File: src/rtl/spi_slave_rx_deser_pkg.sv
// rtl/spi_slave_rx_deser_pkg.sv - shared types and defaults for the SPI slave receive path
package spi_slave_rx_deser_pkg;

    localparam int SPI_WORD_W = 8;

    typedef enum logic {
        SPI_ST_IDLE   = 1'b0,
        SPI_ST_ACTIVE = 1'b1
    } spi_state_t;

endpackage

File: src/rtl/spi_slave_rx_deser_if.sv
// rtl/spi_slave_rx_deser_if.sv - received-word stream with start-of-frame tag
interface spi_slave_rx_deser_if #(
    parameter int DATA_W = 8
);
    logic [DATA_W-1:0] o_data;
    logic              o_sof;
    logic              o_valid;
    logic              i_ready;

    modport master (
        output o_data,
        output o_sof,
        output o_valid,
        input  i_ready
    );

    modport slave (
        input  o_data,
        input  o_sof,
        input  o_valid,
        output i_ready
    );
endinterface

File: src/rtl/spi_slave_rx_deser_sync_fifo.sv
// rtl/spi_slave_rx_deser_sync_fifo.sv - show-ahead synchronous FIFO, shared by RX and future TX paths
module sync_fifo #(
    parameter int WIDTH = 9,
    parameter int DEPTH = 4
) (
    input  logic             i_clk,
    input  logic             i_rst,
    input  logic             wr_en,
    input  logic [WIDTH-1:0] din,
    input  logic             rd_en,
    output logic [WIDTH-1:0] dout,
    output logic             full,
    output logic             empty
);
    localparam int AW = $clog2(DEPTH);

    logic [WIDTH-1:0] r_mem [DEPTH];
    logic [AW:0]      r_wr_ptr;
    logic [AW:0]      r_rd_ptr;
    logic [WIDTH-1:0] r_last;
    logic             w_rd;
    logic             w_wr;

    assign full  = (r_wr_ptr[AW] != r_rd_ptr[AW]) && (r_wr_ptr[AW-1:0] == r_rd_ptr[AW-1:0]);
    assign empty = (r_wr_ptr == r_rd_ptr);
    assign w_rd  = rd_en & ~empty;
    // A pop in the same cycle frees the slot, so a write into a full FIFO is allowed then.
    assign w_wr  = wr_en & (~full | w_rd);

    // Once drained, keep showing the last word popped rather than a stale slot.
    assign dout  = empty ? r_last : r_mem[r_rd_ptr[AW-1:0]];

    always_ff @(posedge i_clk) begin
        if (i_rst) begin
            r_wr_ptr <= '0;
            r_rd_ptr <= '0;
            r_last   <= '0;
        end else begin
            if (w_wr) begin
                r_wr_ptr <= r_wr_ptr + 1'b1;
            end
            if (w_rd) begin
                r_rd_ptr <= r_rd_ptr + 1'b1;
                r_last   <= r_mem[r_rd_ptr[AW-1:0]];
            end
        end
    end

    always_ff @(posedge i_clk) begin
        if (w_wr) begin
            r_mem[r_wr_ptr[AW-1:0]] <= din;
        end
    end
endmodule

File: src/rtl/spi_slave_rx_deser.sv
// rtl/spi_slave_rx_deser.sv - SPI mode 0 slave receive deserializer with output FIFO
module spi_slave_rx_deser
    import spi_slave_rx_deser_pkg::*;
#(
    parameter int DATA_W     = SPI_WORD_W,
    parameter int FIFO_DEPTH = 4,
    parameter bit MSB_FIRST  = 1'b1
) (
    input  logic                  i_clk,
    input  logic                  i_rst,
    input  logic                  i_spi_clk,
    input  logic                  i_spi_mosi,
    input  logic                  i_spi_cs_n,
    spi_slave_rx_deser_if.master  o_strm,
    output logic                  o_busy,
    output logic                  o_frame_err,
    output logic                  o_overflow
);
    localparam int              CW       = $clog2(DATA_W);
    localparam logic [CW-1:0]   LAST_BIT = CW'(DATA_W - 1);

    spi_state_t        r_state;
    spi_state_t        w_state_nxt;
    logic              r_clk_d;
    logic              r_cs_n_d;
    logic              r_hist_vld;
    logic [CW-1:0]     r_bit_cnt;
    logic [DATA_W-1:0] r_shift;
    logic              r_sof_pend;
    logic              r_frame_err;
    logic              r_overflow;

    logic              w_sclk_rise;
    logic              w_cs_fall;
    logic              w_cs_rise;
    logic              w_bit_en;
    logic              w_word_done;
    logic [DATA_W-1:0] w_shift_nxt;
    logic              w_pop;
    logic              w_full;
    logic              w_empty;
    logic [DATA_W:0]   w_dout;

    // Edges are only trusted once the history registers hold a real sample, so a CS
    // already low at reset release is not mistaken for a falling edge.
    assign w_sclk_rise = i_spi_clk & ~r_clk_d;
    assign w_cs_fall   = r_hist_vld & ~i_spi_cs_n & r_cs_n_d;
    assign w_cs_rise   = r_hist_vld & i_spi_cs_n & ~r_cs_n_d;

    assign w_bit_en    = (r_state == SPI_ST_ACTIVE) & w_sclk_rise & ~w_cs_rise;
    assign w_word_done = w_bit_en & (r_bit_cnt == LAST_BIT);
    assign w_shift_nxt = MSB_FIRST ? {r_shift[DATA_W-2:0], i_spi_mosi}
                                   : {i_spi_mosi, r_shift[DATA_W-1:1]};

    always_ff @(posedge i_clk) begin
        if (i_rst) begin
            r_state <= SPI_ST_IDLE;
        end else begin
            r_state <= w_state_nxt;
        end
    end

    always_comb begin
        w_state_nxt = r_state;
        case (r_state)
            SPI_ST_IDLE:   if (w_cs_fall) w_state_nxt = SPI_ST_ACTIVE;
            SPI_ST_ACTIVE: if (w_cs_rise) w_state_nxt = SPI_ST_IDLE;
            default:       w_state_nxt = SPI_ST_IDLE;
        endcase
    end

    always_ff @(posedge i_clk) begin
        if (i_rst) begin
            r_clk_d     <= 1'b0;
            r_cs_n_d    <= 1'b1;
            r_hist_vld  <= 1'b0;
            r_bit_cnt   <= '0;
            r_shift     <= '0;
            r_sof_pend  <= 1'b0;
            r_frame_err <= 1'b0;
            r_overflow  <= 1'b0;
        end else begin
            r_clk_d     <= i_spi_clk;
            r_cs_n_d    <= i_spi_cs_n;
            r_hist_vld  <= 1'b1;
            r_frame_err <= (r_state == SPI_ST_ACTIVE) & w_cs_rise & (r_bit_cnt != '0);
            r_overflow  <= w_word_done & w_full & ~w_pop;
            if ((r_state == SPI_ST_IDLE) && w_cs_fall) begin
                r_bit_cnt  <= '0;
                r_sof_pend <= 1'b1;
            end else if ((r_state == SPI_ST_ACTIVE) && w_cs_rise) begin
                r_bit_cnt <= '0;
            end else if (w_bit_en) begin
                r_shift <= w_shift_nxt;
                if (w_word_done) begin
                    r_bit_cnt  <= '0;
                    r_sof_pend <= 1'b0;
                end else begin
                    r_bit_cnt <= r_bit_cnt + 1'b1;
                end
            end
        end
    end

    assign w_pop = ~w_empty & o_strm.i_ready;

    sync_fifo #(
        .WIDTH (DATA_W + 1),
        .DEPTH (FIFO_DEPTH)
    ) u_fifo (
        .i_clk (i_clk),
        .i_rst (i_rst),
        .wr_en (w_word_done),
        .din   ({r_sof_pend, w_shift_nxt}),
        .rd_en (o_strm.i_ready),
        .dout  (w_dout),
        .full  (w_full),
        .empty (w_empty)
    );

    assign o_strm.o_data  = w_dout[DATA_W-1:0];
    assign o_strm.o_sof   = w_dout[DATA_W];
    assign o_strm.o_valid = ~w_empty;
    assign o_busy         = (r_state == SPI_ST_ACTIVE);
    assign o_frame_err    = r_frame_err;
    assign o_overflow     = r_overflow;
endmodule
File: src/flat_wrapper.sv
// flat-port wrapper written by rule: the top's interface ports become plain ports
module spi_slave_rx_deser_flat import spi_slave_rx_deser_pkg::*;
#(
    parameter int DATA_W     = SPI_WORD_W,
    parameter int FIFO_DEPTH = 4,
    parameter bit MSB_FIRST  = 1'b1
)
  (i_clk, i_rst, i_spi_clk, i_spi_mosi, i_spi_cs_n, o_busy, o_frame_err, o_overflow, o_strm_o_data, o_strm_o_sof, o_strm_o_valid, o_strm_i_ready);
  spi_slave_rx_deser_if #(.DATA_W(DATA_W)) o_strm_i ();
  input  logic i_clk;
  input  logic i_rst;
  input  logic i_spi_clk;
  input  logic i_spi_mosi;
  input  logic i_spi_cs_n;
  output logic o_busy;
  output logic o_frame_err;
  output logic o_overflow;
  output wire logic [$bits(o_strm_i.o_data)-1:0] o_strm_o_data;
  output wire logic [$bits(o_strm_i.o_sof)-1:0] o_strm_o_sof;
  output wire logic [$bits(o_strm_i.o_valid)-1:0] o_strm_o_valid;
  input wire logic [$bits(o_strm_i.i_ready)-1:0] o_strm_i_ready;
  assign o_strm_o_data = o_strm_i.o_data;
  assign o_strm_o_sof = o_strm_i.o_sof;
  assign o_strm_o_valid = o_strm_i.o_valid;
  assign o_strm_i.i_ready = o_strm_i_ready;
  spi_slave_rx_deser #(.DATA_W(DATA_W), .FIFO_DEPTH(FIFO_DEPTH), .MSB_FIRST(MSB_FIRST)) u_core (.i_clk(i_clk), .i_rst(i_rst), .i_spi_clk(i_spi_clk), .i_spi_mosi(i_spi_mosi), .i_spi_cs_n(i_spi_cs_n), .o_strm(o_strm_i), .o_busy(o_busy), .o_frame_err(o_frame_err), .o_overflow(o_overflow));
endmodule
File: config.mk
export PLATFORM = sky130hd
export DESIGN_NAME = spi_slave_rx_deser_flat
export DESIGN_NICKNAME = d
export VERILOG_FILES = /design/src/rtl/spi_slave_rx_deser_pkg.sv /design/src/rtl/spi_slave_rx_deser_if.sv /design/src/rtl/spi_slave_rx_deser_sync_fifo.sv /design/src/rtl/spi_slave_rx_deser.sv /design/src/flat_wrapper.sv
export SDC_FILE = /design/constraint.sdc
export NUM_CORES = 1
export LEC_CHECK = 0
export ABC_AREA = 1
export CAP_MARGIN = 20
export CORE_MARGIN = 2
export CORE_UTILIZATION = 50
export CTS_CLUSTER_DIAMETER = 150
export CTS_CLUSTER_SIZE = 12
export DETAILED_ROUTE_END_ITERATION = 8
export DONT_BUFFER_PORTS = 1
export PLACE_DENSITY = 0.73
export SYNTH_ARGS = -nofsm -noshare
export SYNTH_HDL_FRONTEND = slang
export SYNTH_SLANG_ARGS = --single-unit
File: constraint.sdc
create_clock -name i_clk -period 3.4 [get_ports i_clk]
set_input_delay 0.34 -clock i_clk [delete_from_list [all_inputs] [get_ports i_clk]]
set_output_delay 0.34 -clock i_clk [all_outputs]
set_load 0.005 [all_outputs]
# Word-level counts from Yosys, hierarchy flattened
# Memory sizes are Yosys's and may differ from the RTL's. A register that Yosys moved wholly into a read port is not among the register bits.
# Index checks and enable logic that the tools add are counted.
# W data, S select, Z words.
[totals] regBits=32 mem_bits_rw=36 memories=1 wordCells=69
[mem_list] memory="u_core.u_fifo.r_mem" depth=4 word_bits=9 read_ports=1 rd_ports_with_merged_regs=1 wr=1 line_no="spi_slave_rx_deser_sync_fifo.sv:17" rtl="logic [WIDTH-1:0] r_mem [DEPTH];"
[op_classes] eq_ne=5 add_sub_neg=3 n_mux=14 n_bitwise=25 reduce_logical=9
[op_table] op="$and A1 B1 Y1" n=14
[op_table] op="$not A1 Y1" n=10
[op_table] op="$add A3 B1 Y3 const B" n=3
[op_table] op="$mux W1" n=9
[op_table] op="$mux W9" n=1
[op_table] op="$reduce_and A3 Y1" n=2
[op_table] op="$mux W2" n=2
[op_table] op="$reduce_bool A2 Y1" n=2
[op_table] op="$eq A3 B3 Y1" n=1
[op_table] op="$eq A3 B3 Y1 const B" n=1
[op_table] op="$logic_and A1 B1 Y1" n=3
[op_table] op="$mux W3" n=1
[op_table] op="$reduce_bool A3 Y1" n=1
[op_table] op="$reduce_or A3 Y1" n=1
[op_table] op="$eq A2 B2 Y1" n=1
[op_table] op="$ne A2 B1 Y1 const B" n=1
[op_table] op="$pmux W1 S2" n=1
[op_table] op="$ne A1 B1 Y1" n=1
[op_table] op="$or A1 B1 Y1" n=1

# Logic depth before layout (Yosys ltp)
[depth] ltp_word=9 ltp_mapped=10

# By module
# From an unflattened synthesis, not the netlist that was laid out.
[hier_totals] hier_cells=323 area_unflattened_um2=2980.4
[by_module_without_submodules] module="sync_fifo" seq_area_each_um2=1421.4 cells_each=238 instances=1 area_each_um2=2274.7
[by_module_without_submodules] module="spi_slave_rx_deser" seq_area_each_um2=340.3 cells_each=85 instances=1 area_each_um2=705.7

# Worst setup path before layout
# No wires, ideal clock.
[synth_timing] kind="flip-flop to flip-flop" from="register u_core.r_bit_cnt[0]" to="memory u_core.u_fifo.r_mem[0][0], enable pin" period_less_slack_ns=1.729 stages_incl_launch_ff=7 setup_slack_ns=1.671 n_path_buf=0 t_required_ns=3.026 setup_ns=0.374 arrival_time_ns=1.354 path_cell_list="dfxtp_1 > ha_1 > ha_1 > inv_1 > nor2_2 > nand2_2 > nor2_1"
[synth_via] elab_chain_len=5
[synth_lines] item="start: declaration" line_no="spi_slave_rx_deser.sv:27" rtl="logic [CW-1:0] r_bit_cnt;"
[synth_lines] item="start signal: assignment" line_no="spi_slave_rx_deser.sv:99" rtl="r_bit_cnt <= r_bit_cnt + 1'b1;"
[synth_lines] item="$eq A3 B3 Y1" line_no="spi_slave_rx_deser.sv:51" rtl="assign w_word_done = w_bit_en & (r_bit_cnt == LAST_BIT);"
[synth_lines] item="$and A1 B1 Y1" line_no="spi_slave_rx_deser.sv:51"
[synth_lines] item="$and A1 B1 Y1" line_no="spi_slave_rx_deser_sync_fifo.sv:28" rtl="assign w_wr = wr_en & (~full | w_rd);"
[synth_lines] item="$mux W1" line_no="spi_slave_rx_deser_sync_fifo.sv:50" rtl="if (w_wr) begin"
[synth_lines] item="$mux W1 (not written as such)" line_no="spi_slave_rx_deser_sync_fifo.sv:51" rtl="r_mem[r_wr_ptr[AW-1:0]] <= din;"
[synth_lines] item="end: declaration" line_no="spi_slave_rx_deser_sync_fifo.sv:17"
# Every way passes these cells.

# Worst setup path after layout
[layout_timing] from="register u_core.r_state (netlist: u_core.o_busy)" to="memory u_core.u_fifo.r_mem[1][5], enable pin"
[layout_via] elab_chain_len=6
[layout_lines] item="start: declaration" line_no="spi_slave_rx_deser.sv:22" rtl="spi_state_t r_state;"
[layout_lines] item="start signal: assignment" line_no="spi_slave_rx_deser.sv:59" rtl="r_state <= w_state_nxt;"
[layout_lines] item="$and A1 B1 Y1 (2 in series)" line_no="spi_slave_rx_deser.sv:50" rtl="assign w_bit_en = (r_state == SPI_ST_ACTIVE) & w_sclk_rise & ~w_cs_rise;"
[layout_lines] item="$and A1 B1 Y1" line_no="spi_slave_rx_deser.sv:51"
[layout_lines] item="$and A1 B1 Y1" line_no="spi_slave_rx_deser_sync_fifo.sv:28"
[layout_lines] item="$mux W1" line_no="spi_slave_rx_deser_sync_fifo.sv:50"
[layout_lines] item="$mux W1 (not written as such)" line_no="spi_slave_rx_deser_sync_fifo.sv:51"
# Every way passes these cells.

==> flow_summary.toml <==
[status]
outcome = "completed"

[timing]
slew_headroom_pct = 56.3
rsz0062_at_grt = "false"
worst_pin_slew_ps = 655
fin_crit_sh_pct = 64.9
fin_tns_setup_ps = 0
slew_viol_final = 0
fmax_mhz = 453
fin_ws_ps = 1190
fin_worst_skew_ps = 13.1
finalSetupViolations = 0
hold_violations = 0
period_minus_slack_ps = 2210

[placement]
hpwl_mm = 3.65
port_buffers = 0
placed_cells = 377
place_ws_ps = 1220
gp_congestion = 0.849

[logic_synthesis]
synth.distinct_cells = 22
syn_avg_cell_area_sq_um = 9.18
syn_nets = 332
synth_seq_cells = 70
synthesis.area_sq_um = 2920
yosysTopAreaCell = "edfxtp_1"
yosysTopAreaCellShare_pct = 37.0
netlist_top_cells_area = "edfxtp_1, dfxtp_1, nand2_1, nor2_1, nand3_1"
synth_warnings = 0
syn_inst = 318
ys_seq_area_share_pct = 60.3

[detailed_routing]
routed_via_density = 5.06
num_vias = 1987
drc = 0
wl_per_cell_um = 13.2
wl_mm = 5.21
dr.pass1.iters = 4
drt_iter0_markers = 93
ant_nets = 0

[cts]
clk_pin_slew_ps = 60
clockBufferDepth = 2
cts.repair.resized = 0
tritoncts = "built"
cts_setup_buffers = 0
clock_latency_ps = 340
clockRootBuffer = "clkbuf_8"
cts.sinks = 70
htree_levels = 3
cts_buffers = 9
cts_hold_buf = 0

[power]
power_frac_comb_pct = 1.7
p_switching_w = 0.000295
peakVddDrop_mv = 0.201
p_leak_nw = 1.20
finalPower_w = 0.00150
p_clk_share_pct = 38.0
switching_share_pct = 19.7
intPower_w = 0.00120
power_frac_seq_pct = 60.3
p_per_area_nw_per_um2 = 484

[setup_path]
cp_top_family = "simple AND/OR/NAND/NOR gates"
rr_worst_depth = 6
crit_path_top_delay_cell = "nor2_1"
ff2ff_setup_slack_ps = 1190
path_cells = "inv_1, nor2_1, nand2_1, nor2_2, nand2_2, nor2_1"
crit_fanout = 15
path_buf_inv = 1
crit_path_end_kind = "register"
start_kind = "register"
regToRegStartpoint = "u_core.o_busy$_SDFF_PP0_"
max_stage_delay_ps = 530
required_ps = 3360
arrival_ps = 2170
cpMostUsedCell = "nor2_1"
r2r-end = "u_core.u_fifo.r_mem[1][5]$_DFFE_PP_"
worstSetupPathType = "reg -> reg"

[finish]
nFillCells = 495
nets = 330
n_antenna_cell = 0
synthToLayoutAreaGrowth_pct = 5.96
drive_above_1_share_pct = 6.23
fin_cells = 393

[worst_hold_path]
hold_start = "i_rst"
hold_depth = 1
hold_class = "in -> reg"
hold_end = "u_core.u_fifo.r_wr_ptr[1]$_SDFFE_PP0P_"

[die]
die_height_um = 80.4
die_area_sq_um = 6470
fp.dieW_um = 80.4
rows = 27
initial_core_util_pct = 52.4
ios = 19
fp.coreArea_sq_um = 5570

[global_routing]
grt_pass1_wl_mm = 8.62
first_global_vias = 1848
grt_max_degree = 33
grtUsageTotal_pct = 18.5
overflow = 0
antenna_found_initial = 0

[run]
drv_cap = 0
[worst max path at each step]
stage | startpoint | to | slack, ps | depth (start not counted)
floorplan | u_core.r_bit_cnt[0]$_SDFFE_PP0P_ | u_core.u_fifo.r_mem[0][0]$_DFFE_PP_ | 1670 | 6
global placement | u_core.o_busy$_SDFF_PP0_ | u_core.u_fifo.r_mem[1][6]$_DFFE_PP_ | 1260 | 6
detailed placement | u_core.o_busy$_SDFF_PP0_ | u_core.u_fifo.r_mem[1][2]$_DFFE_PP_ | 1220 | 6
CTS | u_core.o_busy$_SDFF_PP0_ | u_core.u_fifo.r_mem[1][7]$_DFFE_PP_ | 1190 | 6
global route | u_core.o_busy$_SDFF_PP0_ | u_core.u_fifo.r_mem[1][7]$_DFFE_PP_ | 980 | 6
finish | u_core.o_busy$_SDFF_PP0_ | u_core.u_fifo.r_mem[1][5]$_DFFE_PP_ | 1190 | 6
[state kept, by name, summed over array words and instances, names as in the netlist, named ones only]
name                    cells
u_core.r_hist_vld           1
u_core.u_fifo.r_wr_ptr      3
u_core.u_fifo.r_last        9
u_core.o_frame_err          1
u_core.r_bit_cnt            3
u_core.r_clk_d              1
u_core.r_shift              7
u_core.o_overflow           1
u_core.u_fifo.r_rd_ptr      3
u_core.r_cs_n_d             1
u_core.u_fifo.r_mem        36
u_core.r_sof_pend           1
u_core.o_busy               1
[per-layer routing]
metal	routed length, um	up-vias	GRT usage (%)
met1	2360	880	23.5
met2	2360	60	27.8
met5	0	-	0
li1	-	1037	-
met4	138	0	12.0
met3	348	10	4.83
[cells by family (layout without fill, tap and decap cells)]
kind of cell | count (synthesis) | in the layout | synth area share [%]
compound gates | 28 | 28 | 5.14
xor+xnor | 2 | 2 | 0.600
fa+ha+maj | 8 | 8 | 3.43
buf+inv | 38 | 41 | 6.17
flops | 70 | 70 | 60.3
simple gates | 172 | 172 | 24.3
[through the flow]
| step | utilization [%] | hold slack [ps] | area [sq um] |
|---|---|---|---|
| after CTS | 55.5 | 52.9 | 3090 |
| after global routing | 55.5 | 55.5 | 3090 |
| final | 55.5 | 69.0 | 3090 |
| after floorplan | - | 437 | 2920 |
| after detailed placement | 52.5 | 413 | 2920 |
| after global placement | 52.5 | 412 | 2920 |
[final cells by class]
class	instances	area (sq um)	share of cell area, %
clock buffers	14	163	5.26
clock inverters	2	7.51	0.243
inverters	25	93.8	3.03
multi-input cells	210	978	31.6
flip-flops and latches	70	1760	56.9
well taps	72	90.1	2.91
[layout by cell type (no fill, tap or decap)]
cell | netlist | final
nor2_2 | 2 | 2
xor2_1 | 2 | 2
nor2_1 | 54 | 54
nand2_1 | 75 | 75
o21ai_0 | 7 | 7
inv_1 | 20 | 20
a21oi_1 | 17 | 17
nand3_1 | 34 | 34
a211oi_1 | 4 | 4
edfxtp_1 | 36 | 36
clkinv_1 | 1 | 3
nor3_1 | 1 | 1
dfxtp_1 | 34 | 34
nand2_2 | 3 | 3
inv_2 | 4 | 4
clkbuf_1 | 2 | 3
nand4_1 | 2 | 2
nand3b_1 | 1 | 1
ha_1 | 8 | 8
clkbuf_8 | 0 | 11
[cell usage after synthesis (all sizes together)]
master  instances
ha              8
nand3b          1
xor2            2
a21oi          17
o21ai           7
a211oi          4
dfxtp          34
nor2           56
nor3            1
nand4           2
inv            24
clkbuf          2
edfxtp         36
buf            11
nand3          34
clkinv          1
nand2          78
[power groups by stage]
stage,clock (W),combinational (W),sequential [W]
after detailed placement,0,0.0000258,0.000921
after global placement,0,0.0000251,0.000921
after global routing,0.000614,0.0000314,0.000903
after floorplan,0,0.0000253,0.000917
after CTS,0.000584,0.0000260,0.000903
final,0.000569,0.0000258,0.000902
No activity file was read; power rests on OpenSTA's default activity.
